===== src/rtl/pipe_ctrl_pkg.sv =====
// ----------------------------------------------------------------------------
// pipe_ctrl_pkg
// Shared definitions for the pipeline stall/flush controller and its helpers.
//   ctrl_state_e      : controller FSM states (INIT, RUN, MEM_WAIT)
//   REG_ADDR_W_DFLT   : default register address width
//   MEM_WAIT_MAX_DFLT : default memory-wait count that raises the timeout flag
//   NOP_INSTR         : instruction word loaded into IF/ID when it is flushed
//                       (addi x0, x0, 0)
// ----------------------------------------------------------------------------
package pipe_ctrl_pkg;

    typedef enum logic [1:0] {
        INIT     = 2'd0,
        RUN      = 2'd1,
        MEM_WAIT = 2'd2
    } ctrl_state_e;

    localparam int REG_ADDR_W_DFLT   = 5;
    localparam int MEM_WAIT_MAX_DFLT = 16;

    localparam logic [31:0] NOP_INSTR = 32'h0000_0013;

endpackage


===== src/rtl/pipeline_hazard_ctrl_hazard_detect.sv =====
// ----------------------------------------------------------------------------
// hazard_detect
// Purely combinational load-use hazard detector. Kept separate so a later
// forwarding unit can reuse the same comparison.
// Ports:
//   rs1_addr_i  : rs1 of the instruction in ID
//   rs2_addr_i  : rs2 of the instruction in ID
//   rd_addr_i   : rd of the instruction in EX
//   mem_read_i  : instruction in EX is a load
//   lu_o        : load-use hazard present
// ----------------------------------------------------------------------------
module hazard_detect #(
    parameter int ADDR_W = pipe_ctrl_pkg::REG_ADDR_W_DFLT
) (
    input  logic [ADDR_W-1:0] rs1_addr_i,
    input  logic [ADDR_W-1:0] rs2_addr_i,
    input  logic [ADDR_W-1:0] rd_addr_i,
    input  logic              mem_read_i,
    output logic              lu_o
);

    // x0 is hard-wired to zero, so a load targeting it can never feed a consumer.
    assign lu_o = mem_read_i
                & (rd_addr_i != '0)
                & ((rd_addr_i == rs1_addr_i) | (rd_addr_i == rs2_addr_i));

endmodule


===== src/rtl/pipeline_hazard_ctrl.sv =====
// ----------------------------------------------------------------------------
// pipeline_hazard_ctrl
// Central stall/flush controller for the 5-stage pipeline. Sits beside ID and
// drives the enable/clear inputs of the PC, IF/ID and ID/EX registers.
// Control outputs are combinational from the registered state and the inputs.
// Ports:
//   clk_i, rst_n_i              : clock (rising edge), async active-low reset
//   IFID_RS1addr_i/RS2addr_i    : source registers of the instruction in ID
//   IDEX_RDaddr_i, IDEX_MemRead_i : destination / load flag of the instruction in EX
//   branch_taken_i              : branch resolved taken in ID
//   dmem_req_i, dmem_ready_i    : data-memory access handshake from MEM
//   PCWrite_o, IFIDWrite_o      : load enables for PC and IF/ID
//   IDEX_bubble_o               : zero the ID/EX control inputs
//   IFID_flush_o                : clear IF/ID to a NOP
//   stall_all_o                 : freeze every pipeline register
//   mem_timeout_o               : sticky flag, a memory wait reached MEM_WAIT_MAX
// Optional feature (macro HAZARD_PERF_CNT_EN):
//   lu_stall_cnt_o, mem_wait_cnt_o : wrapping performance counters of width CNT_W
// ----------------------------------------------------------------------------
module pipeline_hazard_ctrl
    import pipe_ctrl_pkg::*;
#(
    parameter int REG_ADDR_W   = REG_ADDR_W_DFLT,
    parameter int MEM_WAIT_MAX = MEM_WAIT_MAX_DFLT
`ifdef HAZARD_PERF_CNT_EN
    ,
    parameter int CNT_W        = 32
`endif
) (
    input  logic                  clk_i,
    input  logic                  rst_n_i,
    input  logic [REG_ADDR_W-1:0] IFID_RS1addr_i,
    input  logic [REG_ADDR_W-1:0] IFID_RS2addr_i,
    input  logic [REG_ADDR_W-1:0] IDEX_RDaddr_i,
    input  logic                  IDEX_MemRead_i,
    input  logic                  branch_taken_i,
    input  logic                  dmem_req_i,
    input  logic                  dmem_ready_i,
    output logic                  PCWrite_o,
    output logic                  IFIDWrite_o,
    output logic                  IDEX_bubble_o,
    output logic                  IFID_flush_o,
    output logic                  stall_all_o,
    output logic                  mem_timeout_o
`ifdef HAZARD_PERF_CNT_EN
    ,
    output logic [CNT_W-1:0]      lu_stall_cnt_o,
    output logic [CNT_W-1:0]      mem_wait_cnt_o
`endif
);

    localparam int WAIT_W = $clog2(MEM_WAIT_MAX + 1);
    localparam logic [WAIT_W-1:0] WAIT_MAX = WAIT_W'(MEM_WAIT_MAX);

    ctrl_state_e       state_q, state_d;
    logic [WAIT_W-1:0] wait_cnt_q, wait_cnt_d;
    logic              mem_timeout_q, mem_timeout_d;
    logic              lu;
    logic              mem_stall;

    hazard_detect #(
        .ADDR_W     (REG_ADDR_W)
    ) u_hazard_detect (
        .rs1_addr_i (IFID_RS1addr_i),
        .rs2_addr_i (IFID_RS2addr_i),
        .rd_addr_i  (IDEX_RDaddr_i),
        .mem_read_i (IDEX_MemRead_i),
        .lu_o       (lu)
    );

    // A request with dmem_req_i low is treated as complete, which also covers
    // an aborted access while waiting.
    assign mem_stall = dmem_req_i & ~dmem_ready_i;

    always_comb begin
        state_d       = state_q;
        wait_cnt_d    = wait_cnt_q;
        PCWrite_o     = 1'b0;
        IFIDWrite_o   = 1'b0;
        IDEX_bubble_o = 1'b0;
        IFID_flush_o  = 1'b0;
        stall_all_o   = 1'b0;

        case (state_q)
            INIT: begin
                IDEX_bubble_o = 1'b1;
                IFID_flush_o  = 1'b1;
                state_d       = RUN;
            end

            RUN, MEM_WAIT: begin
                if (mem_stall) begin
                    // wait_cnt is 0 in RUN, so the saturating increment yields 1
                    // on entry and counts each further stalled cycle.
                    stall_all_o = 1'b1;
                    state_d     = MEM_WAIT;
                    wait_cnt_d  = (wait_cnt_q == WAIT_MAX) ? WAIT_MAX
                                                           : wait_cnt_q + WAIT_W'(1);
                end else begin
                    state_d    = RUN;
                    wait_cnt_d = '0;
                    // A taken branch under a load-use hazard is not flushed: it is
                    // re-evaluated next cycle once the load data is available.
                    if (lu) begin
                        IDEX_bubble_o = 1'b1;
                    end else if (branch_taken_i) begin
                        IFID_flush_o = 1'b1;
                        PCWrite_o    = 1'b1;
                        IFIDWrite_o  = 1'b1;
                    end else begin
                        PCWrite_o    = 1'b1;
                        IFIDWrite_o  = 1'b1;
                    end
                end
            end

            default: begin
                state_d    = INIT;
                wait_cnt_d = '0;
            end
        endcase

        mem_timeout_d = mem_timeout_q | (stall_all_o & (wait_cnt_d == WAIT_MAX));
    end

    always_ff @(posedge clk_i or negedge rst_n_i) begin
        if (!rst_n_i) begin
            state_q       <= INIT;
            wait_cnt_q    <= '0;
            mem_timeout_q <= 1'b0;
        end else begin
            state_q       <= state_d;
            wait_cnt_q    <= wait_cnt_d;
            mem_timeout_q <= mem_timeout_d;
        end
    end

    assign mem_timeout_o = mem_timeout_q;

`ifdef HAZARD_PERF_CNT_EN
    logic             lu_fire;
    logic [CNT_W-1:0] lu_stall_cnt_q, lu_stall_cnt_d;
    logic [CNT_W-1:0] mem_wait_cnt_q, mem_wait_cnt_d;

    // Load-use rule fires only outside INIT and when no memory stall overrides it.
    assign lu_fire = (state_q != INIT) & ~mem_stall & lu;

    always_comb begin
        lu_stall_cnt_d = lu_stall_cnt_q + {{(CNT_W-1){1'b0}}, lu_fire};
        mem_wait_cnt_d = mem_wait_cnt_q + {{(CNT_W-1){1'b0}}, stall_all_o};
    end

    always_ff @(posedge clk_i or negedge rst_n_i) begin
        if (!rst_n_i) begin
            lu_stall_cnt_q <= '0;
            mem_wait_cnt_q <= '0;
        end else begin
            lu_stall_cnt_q <= lu_stall_cnt_d;
            mem_wait_cnt_q <= mem_wait_cnt_d;
        end
    end

    assign lu_stall_cnt_o = lu_stall_cnt_q;
    assign mem_wait_cnt_o = mem_wait_cnt_q;
`endif

endmodule

===== config.mk =====
export PLATFORM = sky130hd
export DESIGN_NAME = pipeline_hazard_ctrl
export DESIGN_NICKNAME = d
export VERILOG_FILES = /design/src/rtl/pipe_ctrl_pkg.sv /design/src/rtl/pipeline_hazard_ctrl_hazard_detect.sv /design/src/rtl/pipeline_hazard_ctrl.sv
export SDC_FILE = /design/constraint.sdc
export NUM_CORES = 1
export LEC_CHECK = 0
export ABC_AREA = 0
export ABC_CLOCK_PERIOD_IN_PS = 4360
export BUFFER_PORTS_ARGS = -buffer_cell sky130_fd_sc_hd__buf_2
export CAP_MARGIN = 30
export CORE_MARGIN = 1
export CORE_UTILIZATION = 45
export CTS_CLUSTER_DIAMETER = 100
export DETAILED_ROUTE_END_ITERATION = 10
export GPL_TIMING_DRIVEN = 0
export HOLD_SLACK_MARGIN = 0.15
export PLACE_DENSITY = 0.85
export RECOVER_POWER = 50
export SETUP_SLACK_MARGIN = 0.05
export SLEW_MARGIN = 5
export SYNTH_ARGS = -nofsm -noshare
export SYNTH_HDL_FRONTEND = slang
export SYNTH_SLANG_ARGS = --single-unit

===== constraint.sdc =====
create_clock -name clk_i -period 4.36 [get_ports clk_i]
set_input_delay 0.436 -clock clk_i [delete_from_list [all_inputs] [get_ports clk_i]]
set_output_delay 0.436 -clock clk_i [all_outputs]
set_load 0.01 [all_outputs]

# Word level (Yosys, flattened, before mapping)
# Index checks and enable logic that the tools add are counted.
dict set report totals {
  input_bits 21
  word_cells 37
  reg_bits 8
  out_inout_bits 6
}
dict set report op_classes {
  eq_ne 6
  n_reduce_logical 3
  bitwise 7
  addsub 1
  n_mux 17
}
# cell n
set ops {}
lappend ops {{5-bit equality test} 2}
lappend ops {{5-bit equality test (second input constant)} 2}
lappend ops {{1-bit 2-to-1 mux} 10}
lappend ops {{5-bit 2-to-1 mux} 2}
lappend ops {{5-bit one-hot mux with 2 select lines} 1}
lappend ops {{5-bit by 1-bit adder with 5-bit output (second input constant)} 1}
lappend ops {{5-bit nonzero test} 1}
lappend ops {{1-bit bitwise AND} 4}
lappend ops {{1-bit one-hot mux with 2 select lines} 2}
lappend ops {{2-bit one-hot mux with 2 select lines} 1}
lappend ops {{2-bit by 1-bit equality test with 1-bit output (second input constant)} 1}
lappend ops {{2-bit equality test (second input constant)} 1}
lappend ops {{2-bit zero test} 1}
lappend ops {{2-bit 2-to-1 mux} 1}
lappend ops {{1-bit bitwise OR} 2}
lappend ops {{2-bit OR reduction} 1}
lappend ops {{1-bit inverter} 1}

# Logic depth before layout (Yosys ltp)
# Gate-level depths: netlist of the first run.
dict set report depth {
  word_depth 7
  ltp_mapped 7
  mapped_depth_nobuf 7
}

# Modules after synthesis
# A second synthesis of the first run with hierarchy kept.
dict set report unflattened {
  hier_cells 70
  area_unflattened_um2 648.1
}
# mod instances seq_area_each_um2 area_per_inst_um2 cells_each
set by_module_without_submodules {}
lappend by_module_without_submodules {pipeline_hazard_ctrl 1 200.2 523.0 53}
lappend by_module_without_submodules {hazard_detect 1 0.0 125.1 17}

# Worst setup path before layout of the first run
# Ideal clock, no wire load.
dict set report synth_path {
  kind {input port to output port}
  startpoint {input port IDEX_RDaddr_i[1]}
  endpoint {output port PCWrite_o}
  path_slack_ns 2.332
  stages 5
  required_ns 3.924
  path_buffers 1
  arrival_ns 1.592
  path_cell_list {or4_4 > o21ai_2 > inv_1 > a21oi_1 > buf_4}
}
dict set report synth_between {
  elab_chain_cells 6
  elab_cells_between_ends 9
  cone_classes {eq/ne (2); mux (3); bitwise (3); reduce/logical (1)}
}
# element line
set synth_lines {}
lappend synth_lines {{start, declared} pipeline_hazard_ctrl.sv:34} ;# input logic [REG_ADDR_W-1:0] IDEX_RDaddr_i,
lappend synth_lines {{5-bit equality test / 5-bit nonzero test (equally long branches)} {pipeline_hazard_ctrl_hazard_detect.sv:25, pipeline_hazard_ctrl_hazard_detect.sv:24}}
lappend synth_lines {{1-bit bitwise OR / 1-bit bitwise AND (equally long branches)} {pipeline_hazard_ctrl_hazard_detect.sv:25, pipeline_hazard_ctrl_hazard_detect.sv:24}}
lappend synth_lines {{1-bit bitwise AND (*)} pipeline_hazard_ctrl_hazard_detect.sv:25} ;# & ((rd_addr_i == rs1_addr_i) | (rd_addr_i == rs2_addr_i));
lappend synth_lines {{1-bit 2-to-1 mux (*) (3 in a row)} --}
lappend synth_lines {{end, declared} pipeline_hazard_ctrl.sv:39} ;# output logic PCWrite_o,
# Every way passes the cells marked *; elsewhere a longest branch is shown, timed or not.

# Final worst setup path of the first run
dict set report layout_path {
  startpoint {input port IDEX_RDaddr_i[1]}
  endpoint {output port PCWrite_o}
}
dict set report layout_between {
  elab_chain_cells 6
  elab_cells_between_ends 9
  cone_classes {eq/ne (2); mux (3); bitwise (3); reduce/logical (1)}
}
# element line
set layout_lines {}
lappend layout_lines {{5-bit equality test / 5-bit nonzero test (equally long branches)} {pipeline_hazard_ctrl_hazard_detect.sv:25, pipeline_hazard_ctrl_hazard_detect.sv:24}}
lappend layout_lines {{1-bit bitwise OR / 1-bit bitwise AND (equally long branches)} {pipeline_hazard_ctrl_hazard_detect.sv:25, pipeline_hazard_ctrl_hazard_detect.sv:24}}
lappend layout_lines {{1-bit bitwise AND (*)} pipeline_hazard_ctrl_hazard_detect.sv:25}
lappend layout_lines {{1-bit 2-to-1 mux (*)} pipeline_hazard_ctrl.sv:104} ;# if (lu) begin
lappend layout_lines {{1-bit 2-to-1 mux (*)} pipeline_hazard_ctrl.sv:92} ;# if (mem_stall) begin
lappend layout_lines {{1-bit 2-to-1 mux (*)} pipeline_hazard_ctrl.sv:84} ;# case (state_q)
# Marks and branches as above.

==> impl_metrics.prom, run 1 <==
# TYPE chip_impl_metric gauge
chip_impl_metric{name="synth.cell_area",unit="um^2"} 684
chip_impl_metric{name="synthDistinctLibCells",unit=""} 27
chip_impl_metric{name="start_util",unit=""} 0.507
chip_impl_metric{name="min_period_over_period",unit=""} 0.493
chip_impl_metric{name="fmax",unit="GHz"} 0.466
chip_impl_info{name="setup.worst_path.class",value="input port to primary output"} 1
chip_impl_info{name="path_delay_family",value="simple AND/OR/NAND/NOR gates"} 1
chip_impl_metric{name="timing.reg2reg.worst_path_depth",unit=""} 7
chip_impl_metric{name="grtUsageMet3",unit=""} 0.0380
chip_impl_metric{name="finalClockSkew",unit="ns"} 0.00117
chip_impl_metric{name="design.core.area",unit="um^2"} 1350
chip_impl_metric{name="critical_path_depth",unit=""} 7
chip_impl_metric{name="die_height",unit="um"} 41
chip_impl_metric{name="ir_drop",unit="mV"} 0.265
chip_impl_info{name="busiest_layer",value="met2"} 1
chip_impl_metric{name="worst_skew_pair.late_latency",unit="ns"} 0.25
chip_impl_metric{name="routed_via_density",unit=""} 5.34
chip_impl_metric{name="place_congestion",unit=""} 0.794
chip_impl_info{name="hp-class",value="register to register"} 1
chip_impl_info{name="layout_common_cells",value="sky130_fd_sc_hd__buf_2, sky130_fd_sc_hd__xnor2_1, sky130_fd_sc_hd__inv_1, sky130_fd_sc_hd__nor2_1, sky130_fd_sc_hd__dfrtp_1"} 1
chip_impl_metric{name="detailroute.via_count",unit=""} 662
chip_impl_metric{name="total_die_area",unit="um^2"} 1680
chip_impl_info{name="start_kind",value="input port"} 1
chip_impl_info{name="timing.rr.end",value="mem_timeout_o"} 1
chip_impl_info{name="tritoncts_clock_tree",value="done"} 1
chip_impl_metric{name="port-buffer-count",unit=""} 26
chip_impl_metric{name="first_global_vias",unit=""} 563
chip_impl_metric{name="pin_count_of_the_biggest_net_entering_global_routing",unit=""} 11
chip_impl_metric{name="grt_pass1_wl",unit="um"} 2190
chip_impl_info{name="worst_setup_path_end_kind",value="primary output"} 1
chip_impl_metric{name="n_antenna_cell",unit=""} 0
chip_impl_metric{name="ant_nets",unit=""} 0
chip_impl_info{name="endpoint",value="PCWrite_o"} 1
chip_impl_metric{name="critical_path_peak_fanout",unit=""} 3
chip_impl_metric{name="die_width",unit="um"} 41
chip_impl_info{name="layout_commonest_cell",value="sky130_fd_sc_hd__buf_2"} 1
chip_impl_info{name="crit_path_top_delay_cell",value="sky130_fd_sc_hd__or4_4"} 1
chip_impl_metric{name="synth.yosys.warnings",unit=""} 0
chip_impl_metric{name="post-route-min-period",unit="ns"} 2.15
chip_impl_metric{name="ys_ff_latch",unit=""} 8
chip_impl_metric{name="htreeDepth",unit=""} 1
chip_impl_metric{name="min_hold_slack",unit="ns"} 0.477
chip_impl_metric{name="p_total",unit="uW"} 341
chip_impl_metric{name="worst-path-buf-inv",unit=""} 4
chip_impl_metric{name="grt_overflow_total",unit=""} 0
chip_impl_metric{name="power_leakage",unit="uW"} 0.000425
chip_impl_info{name="crit_chain",value="buf_2 > or4_4 > o21ai_2 > inv_1 > a21oi_1 > buf_4 > buf_2"} 1
chip_impl_metric{name="drv_slew",unit=""} 0
chip_impl_metric{name="crit_arrival",unit="ns"} 1.71
chip_impl_info{name="worst_r2r_startpoint",value="state_q[0]"} 1
chip_impl_info{name="cts.root.buffer_cell",value="sky130_fd_sc_hd__clkbuf_4"} 1
chip_impl_metric{name="synthCells",unit=""} 79
chip_impl_metric{name="post-route-drc-count",unit=""} 0
chip_impl_metric{name="setup_violations",unit=""} 0
chip_impl_metric{name="top_level_ports",unit=""} 27
chip_impl_metric{name="power.density",unit="nW/um^2"} 401
chip_impl_metric{name="initial_antenna_violation_count",unit=""} 0
chip_impl_metric{name="met2_routing_resource_usage_after_global_routing",unit=""} 0.320
chip_impl_info{name="startpoint",value="IDEX_RDaddr_i[1]"} 1
chip_impl_metric{name="layout-area-overhead-vs-synth",unit="%"} 24.3
chip_impl_metric{name="hpwlAfterDp",unit="um"} 1120
chip_impl_metric{name="synthesis.nets",unit=""} 104
chip_impl_metric{name="grtUsageTotal",unit=""} 0.197
chip_impl_info{name="critical-path-top-cell-by-count",value="sky130_fd_sc_hd__buf_2"} 1
chip_impl_metric{name="globalRouteMet1Util",unit=""} 0.253
chip_impl_metric{name="syn_avg_cell_area",unit="um^2"} 8.66
chip_impl_metric{name="yosysSeqAreaShare",unit=""} 0.293
chip_impl_metric{name="rows",unit=""} 13
chip_impl_metric{name="final_net_count",unit=""} 136
chip_impl_metric{name="cts_setup_buffers",unit=""} 0
chip_impl_metric{name="timing.slew.headroom",unit=""} 0.724
chip_impl_metric{name="clkSlewWorstSetupHoldPaths",unit="ns"} 0.06
chip_impl_metric{name="drtPass1Iterations",unit=""} 4
chip_impl_metric{name="cts_buffer_depth",unit=""} 2
chip_impl_metric{name="critPathMaxStageDelay",unit="ns"} 0.53
chip_impl_metric{name="timing_worst_slew_pin_value",unit="ns"} 0.414
chip_impl_metric{name="timing.critical_path.required",unit="ns"} 3.92
chip_impl_metric{name="drt-total-wl",unit="um"} 1380
chip_impl_metric{name="share_of_final_layout_standard_cells_stronger_than_drive_strength_1",unit=""} 0.312
chip_impl_metric{name="reg2reg_setup_slack",unit="ns"} 2.56
chip_impl_metric{name="route.detailed.wl_per_inst",unit="um"} 11.1
chip_impl_metric{name="cts.sinks",unit=""} 8
chip_impl_info{name="outcome",value="finished, final reports clean"} 1
chip_impl_metric{name="layout.filler_cells",unit=""} 123
chip_impl_metric{name="finalHoldViolations",unit=""} 0
chip_impl_metric{name="max-cap-violations",unit=""} 0
chip_impl_metric{name="tritoncts.num_buffers",unit=""} 3
chip_impl_metric{name="totalNegativeSetupSlack",unit="ns"} 0
chip_impl_metric{name="detailedRoute.firstIterationViolations",unit=""} 12
chip_impl_info{name="grt_setup_unrepaired",value="false"} 1
-- per-stage QoR --
stage / setup slack, ns / std cells / util / instance area, um^2
after floorplan: 2.33 / 79 / - / 684
after global routing: 2.14 / 124 / 0.630 / 851
after CTS: 2.21 / 124 / 0.641 / 866
after global placement: 2.22 / 120 / 0.617 / 833
final: 2.21 / 124 / 0.630 / 851
after detailed placement: 2.22 / 120 / 0.617 / 833
-- flip-flops by register name, summed over array words and instances, names as in the netlist --
signal / count
mem_timeout_o: 1
wait_cnt_q: 5
state_q: 2
-- cells in the mapped netlist (all sizes together) --
library cell,instances,share of area
ha,4,0.073
inv,8,0.044
a21oi,6,0.044
nand3,4,0.029
nor3,5,0.037
dfrtp,8,0.29
xnor2,10,0.13
nor2,8,0.044
nand2,4,0.022
buf,2,0.022
nor2b,1,0.0091
a2111oi,1,0.013
o22ai,1,0.0091
nand2b,2,0.018
a31oi,1,0.0091
a41oi,2,0.037
clkinv,1,0.0073
o21ai,3,0.027
a41o,1,0.015
nand3b,1,0.029
a311oi,1,0.022
and4bb,1,0.018
or4,1,0.016
a21o,2,0.022
o41ai,1,0.013
-- cell families after synthesis --
group,after synthesis,share of synthesized area
adder cells (fa/ha/maj),4,0.0731
XOR/XNOR,10,0.128
AND/OR/NAND/NOR,27,0.223
AO/OA/AOI/OAI,19,0.210
flip-flops,8,0.293
buffers and inverters,11,0.0731
-- cell type report --
class / count / area (um^2) / area share
Multi-Input combinational cell: 60 / 422 / 0.496
Tap cell: 15 / 18.8 / 0.0221
Clock buffer: 3 / 22.5 / 0.0265
Inverter: 9 / 35.0 / 0.0412
Buffer: 2 / 15.0 / 0.0176
Sequential cell: 8 / 200 / 0.235
Timing Repair Buffer: 27 / 138 / 0.162
-- where the power goes --
| part | internal (uW) | total, uW | switching, uW |
|---|---|---|---|
| clock | 31.5 | 57.3 | 25.8 |
| sequential | 87.1 | 99.3 | 12.3 |
| combinational | 81.1 | 184 | 103 |
-- routing by layer --
metal | vias to the layer above | routed length, um
li1 | 338 | -
met1 | 301 | 673
met2 | 21 | 641
met3 | 2 | 53
met4 | 0 | 9
met5 | - | 0
-- timing repair --
action	4_1_cts	5_1_grt
hold buffers	1	0
endpoints found under the hold margin	8	0
resized for setup	0	0
-- how the worst min path moves through the flow --
stage | startpoint | to | depth (start not counted)
detailed placement | rst_n_i | wait_cnt_q[4] | 1
global placement | rst_n_i | wait_cnt_q[3] | 1
floorplan | rst_n_i | mem_timeout_o | 0
CTS | mem_timeout_o | mem_timeout_o | 1
finish | mem_timeout_o | mem_timeout_o | 1
global route | mem_timeout_o | mem_timeout_o | 1
(Power assumes the default switching activity.)
==> run 2, diff against run 1 <==
ABC_CLOCK_PERIOD_IN_PS = 1900   (was 4360)
CORE_UTILIZATION = 42   (was 45)
PLACE_DENSITY = 0.83   (was 0.85)
clock period = 1.9 ns   (was 4.36 ns; I/O delays follow)
==> run 2 against run 1 <==
Clock power is 110% higher; final cell count grew 0.81%; global-route usage down 0.96 points; count of clock-buffer cells in the layout unchanged; register-to-register slack got worse by 2.4 ns.
==> impl_metrics.prom, run 2 (synthesis results as in run 1) <==
# TYPE chip_impl_metric gauge
chip_impl_metric{name="cts.sinks",unit=""} 8
chip_impl_info{name="outcome",value="finished, final reports clean"} 1
chip_impl_metric{name="post-route-drc-count",unit=""} 0
chip_impl_metric{name="finalClockSkew",unit="ns"} 0.00271
chip_impl_metric{name="initial_antenna_violation_count",unit=""} 0
chip_impl_metric{name="timing_worst_slew_pin_value",unit="ns"} 0.439
chip_impl_info{name="cts.root.buffer_cell",value="sky130_fd_sc_hd__clkbuf_4"} 1
chip_impl_info{name="hp-class",value="input port to register"} 1
chip_impl_metric{name="worst_skew_pair.late_latency",unit="ns"} 0.24
chip_impl_metric{name="post-route-min-period",unit="ns"} 1.74
chip_impl_info{name="top_register",value="wait_cnt_q"} 1
chip_impl_metric{name="hpwlAfterDp",unit="um"} 1260
chip_impl_metric{name="crit_arrival",unit="ns"} 1.55
chip_impl_metric{name="drt-total-wl",unit="um"} 1480
chip_impl_metric{name="clkSlewWorstSetupHoldPaths",unit="ns"} 0.05
chip_impl_info{name="path_delay_family",value="adder cells"} 1
chip_impl_info{name="startpoint",value="state_q[1]"} 1
chip_impl_info{name="layout_common_cells",value="sky130_fd_sc_hd__buf_2, sky130_fd_sc_hd__xnor2_1, sky130_fd_sc_hd__nor2_1, sky130_fd_sc_hd__dfrtp_1, sky130_fd_sc_hd__inv_1"} 1
chip_impl_metric{name="power.density",unit="nW/um^2"} 925
chip_impl_metric{name="grt_overflow_total",unit=""} 0
chip_impl_info{name="layout_commonest_cell",value="sky130_fd_sc_hd__buf_2"} 1
chip_impl_metric{name="htreeDepth",unit=""} 1
chip_impl_metric{name="worst-path-buf-inv",unit=""} 2
chip_impl_metric{name="totalNegativeSetupSlack",unit="ns"} 0
chip_impl_metric{name="finalHoldViolations",unit=""} 0
chip_impl_metric{name="m1WireLength",unit="um"} 592
chip_impl_metric{name="timing.critical_path.required",unit="ns"} 1.71
chip_impl_info{name="hold_path_startpoint",value="dmem_req_i"} 1
chip_impl_metric{name="reg2reg_setup_slack",unit="ns"} 0.17
chip_impl_metric{name="ant_nets",unit=""} 0
chip_impl_metric{name="fmax",unit="GHz"} 0.575
chip_impl_metric{name="power_leakage",unit="uW"} 0.000440
chip_impl_metric{name="layout-area-overhead-vs-synth",unit="%"} 28.3
chip_impl_metric{name="share_of_final_layout_standard_cells_stronger_than_drive_strength_1",unit=""} 0.358
chip_impl_metric{name="largest_register_ffs",unit=""} 5
chip_impl_metric{name="die_height",unit="um"} 42.4
chip_impl_metric{name="routed_via_density",unit=""} 5.22
chip_impl_metric{name="setup_violations",unit=""} 0
chip_impl_info{name="tritoncts_clock_tree",value="done"} 1
chip_impl_info{name="crit_path_top_delay_cell",value="sky130_fd_sc_hd__ha_2"} 1
chip_impl_metric{name="start_util",unit=""} 0.454
chip_impl_metric{name="port-buffer-count",unit=""} 26
chip_impl_metric{name="drv_slew",unit=""} 0
chip_impl_metric{name="pin_count_of_the_biggest_net_entering_global_routing",unit=""} 11
chip_impl_metric{name="timing.slew.headroom",unit=""} 0.707
chip_impl_metric{name="n_antenna_cell",unit=""} 0
chip_impl_metric{name="min_hold_slack",unit="ns"} 0.283
chip_impl_metric{name="met3_length",unit="um"} 53
chip_impl_metric{name="design.core.area",unit="um^2"} 1510
chip_impl_metric{name="top_level_ports",unit=""} 27
chip_impl_metric{name="ir_drop",unit="mV"} 0.561
chip_impl_metric{name="drtPass1Iterations",unit=""} 4
chip_impl_metric{name="first_global_vias",unit=""} 618
chip_impl_metric{name="detailroute.wirelength.met2",unit="um"} 814
chip_impl_metric{name="post_dp_cell_area",unit="um^2"} 835
chip_impl_info{name="start_kind",value="register"} 1
chip_impl_metric{name="critPathMaxStageDelay",unit="ns"} 0.36
chip_impl_metric{name="rows",unit=""} 14
chip_impl_metric{name="place_congestion",unit=""} 0.854
chip_impl_metric{name="critical_path_peak_fanout",unit=""} 4
chip_impl_metric{name="total_die_area",unit="um^2"} 1790
chip_impl_info{name="highest-signal-layer",value="met4"} 1
chip_impl_info{name="grt_setup_unrepaired",value="true"} 1
chip_impl_metric{name="cts_buffer_depth",unit=""} 2
chip_impl_metric{name="design_area",unit="um^2"} 878
chip_impl_info{name="setup.worst_path.class",value="register to primary output"} 1
chip_impl_metric{name="grt_pass1_wl",unit="um"} 2510
chip_impl_metric{name="grtUsageTotal",unit=""} 0.187
chip_impl_metric{name="layout.filler_cells",unit=""} 139
chip_impl_metric{name="max-cap-violations",unit=""} 0
chip_impl_info{name="crit_chain",value="inv_1 > ha_2 > nand2_1 > nor3_1 > a21o_1 > buf_2"} 1
chip_impl_metric{name="route.detailed.wl_per_inst",unit="um"} 11.8
chip_impl_info{name="worst_setup_path_end_kind",value="primary output"} 1
chip_impl_metric{name="min_period_over_period",unit=""} 0.915
chip_impl_metric{name="detailroute.via_count",unit=""} 652
chip_impl_metric{name="cts_setup_buffers",unit=""} 0
chip_impl_metric{name="die_width",unit="um"} 42.4
chip_impl_metric{name="tritoncts.num_buffers",unit=""} 3
chip_impl_info{name="worst_r2r_startpoint",value="state_q[1]"} 1
chip_impl_metric{name="detailedRoute.firstIterationViolations",unit=""} 4
chip_impl_metric{name="final_net_count",unit=""} 136
run 2: final timing paths:
kind,cells past startpoint,endpoint
worst min register to register,1,mem_timeout_o
min in group asynchronous,2,state_q[0]
worst max-delay path,6,IDEX_bubble_o
worst min-delay path,3,state_q[1]
worst max register to register,7,mem_timeout_o
max in group asynchronous,2,wait_cnt_q[1]
run 2: worst min-delay path: cells and delay by family:
family,cells,cell delay (ns)
buffers and inverters,1,0.12
AND/OR/NAND/NOR,2,0.17
run 2: layer usage:
layer,GRT usage,vias to the layer above
met1,0.201,287
met4,0.100,0
met2,0.354,24
met5,0,-
met3,0.0172,2
li1,-,339
run 2: final cells by class:
class,count,area [um^2],area share
buffer,2,15.0,0.0171
clock buffer,3,22.5,0.0256
inverter,9,35.0,0.0399
multi-input combinational,60,448,0.510
sequential,8,200,0.228
tap,16,20.0,0.0228
timing repair buffer,27,138,0.157
run 2: power breakdown:
group	switching, uW	internal (uW)
combinational	256	208
sequential	28.6	200
clock	49.0	71.7
run 2: stage by stage:
stage	std cells	power, uW	setup WS [ns]	utilization
floorplan	79	534	0.364	-
finish	125	813	0.161	0.583
CTS	125	798	0.119	0.576
global route	125	895	0.0315	0.583
detailed placement	121	671	0.165	0.554
global placement	121	658	0.212	0.554
run 2: what timing repair did:
action                                  in CTS  in global routing
hold endpoints to repair                     8                  0
gates resized for setup                      0                  6
endpoints found under the setup margin       0                  3
hold buffers                                 1                  0
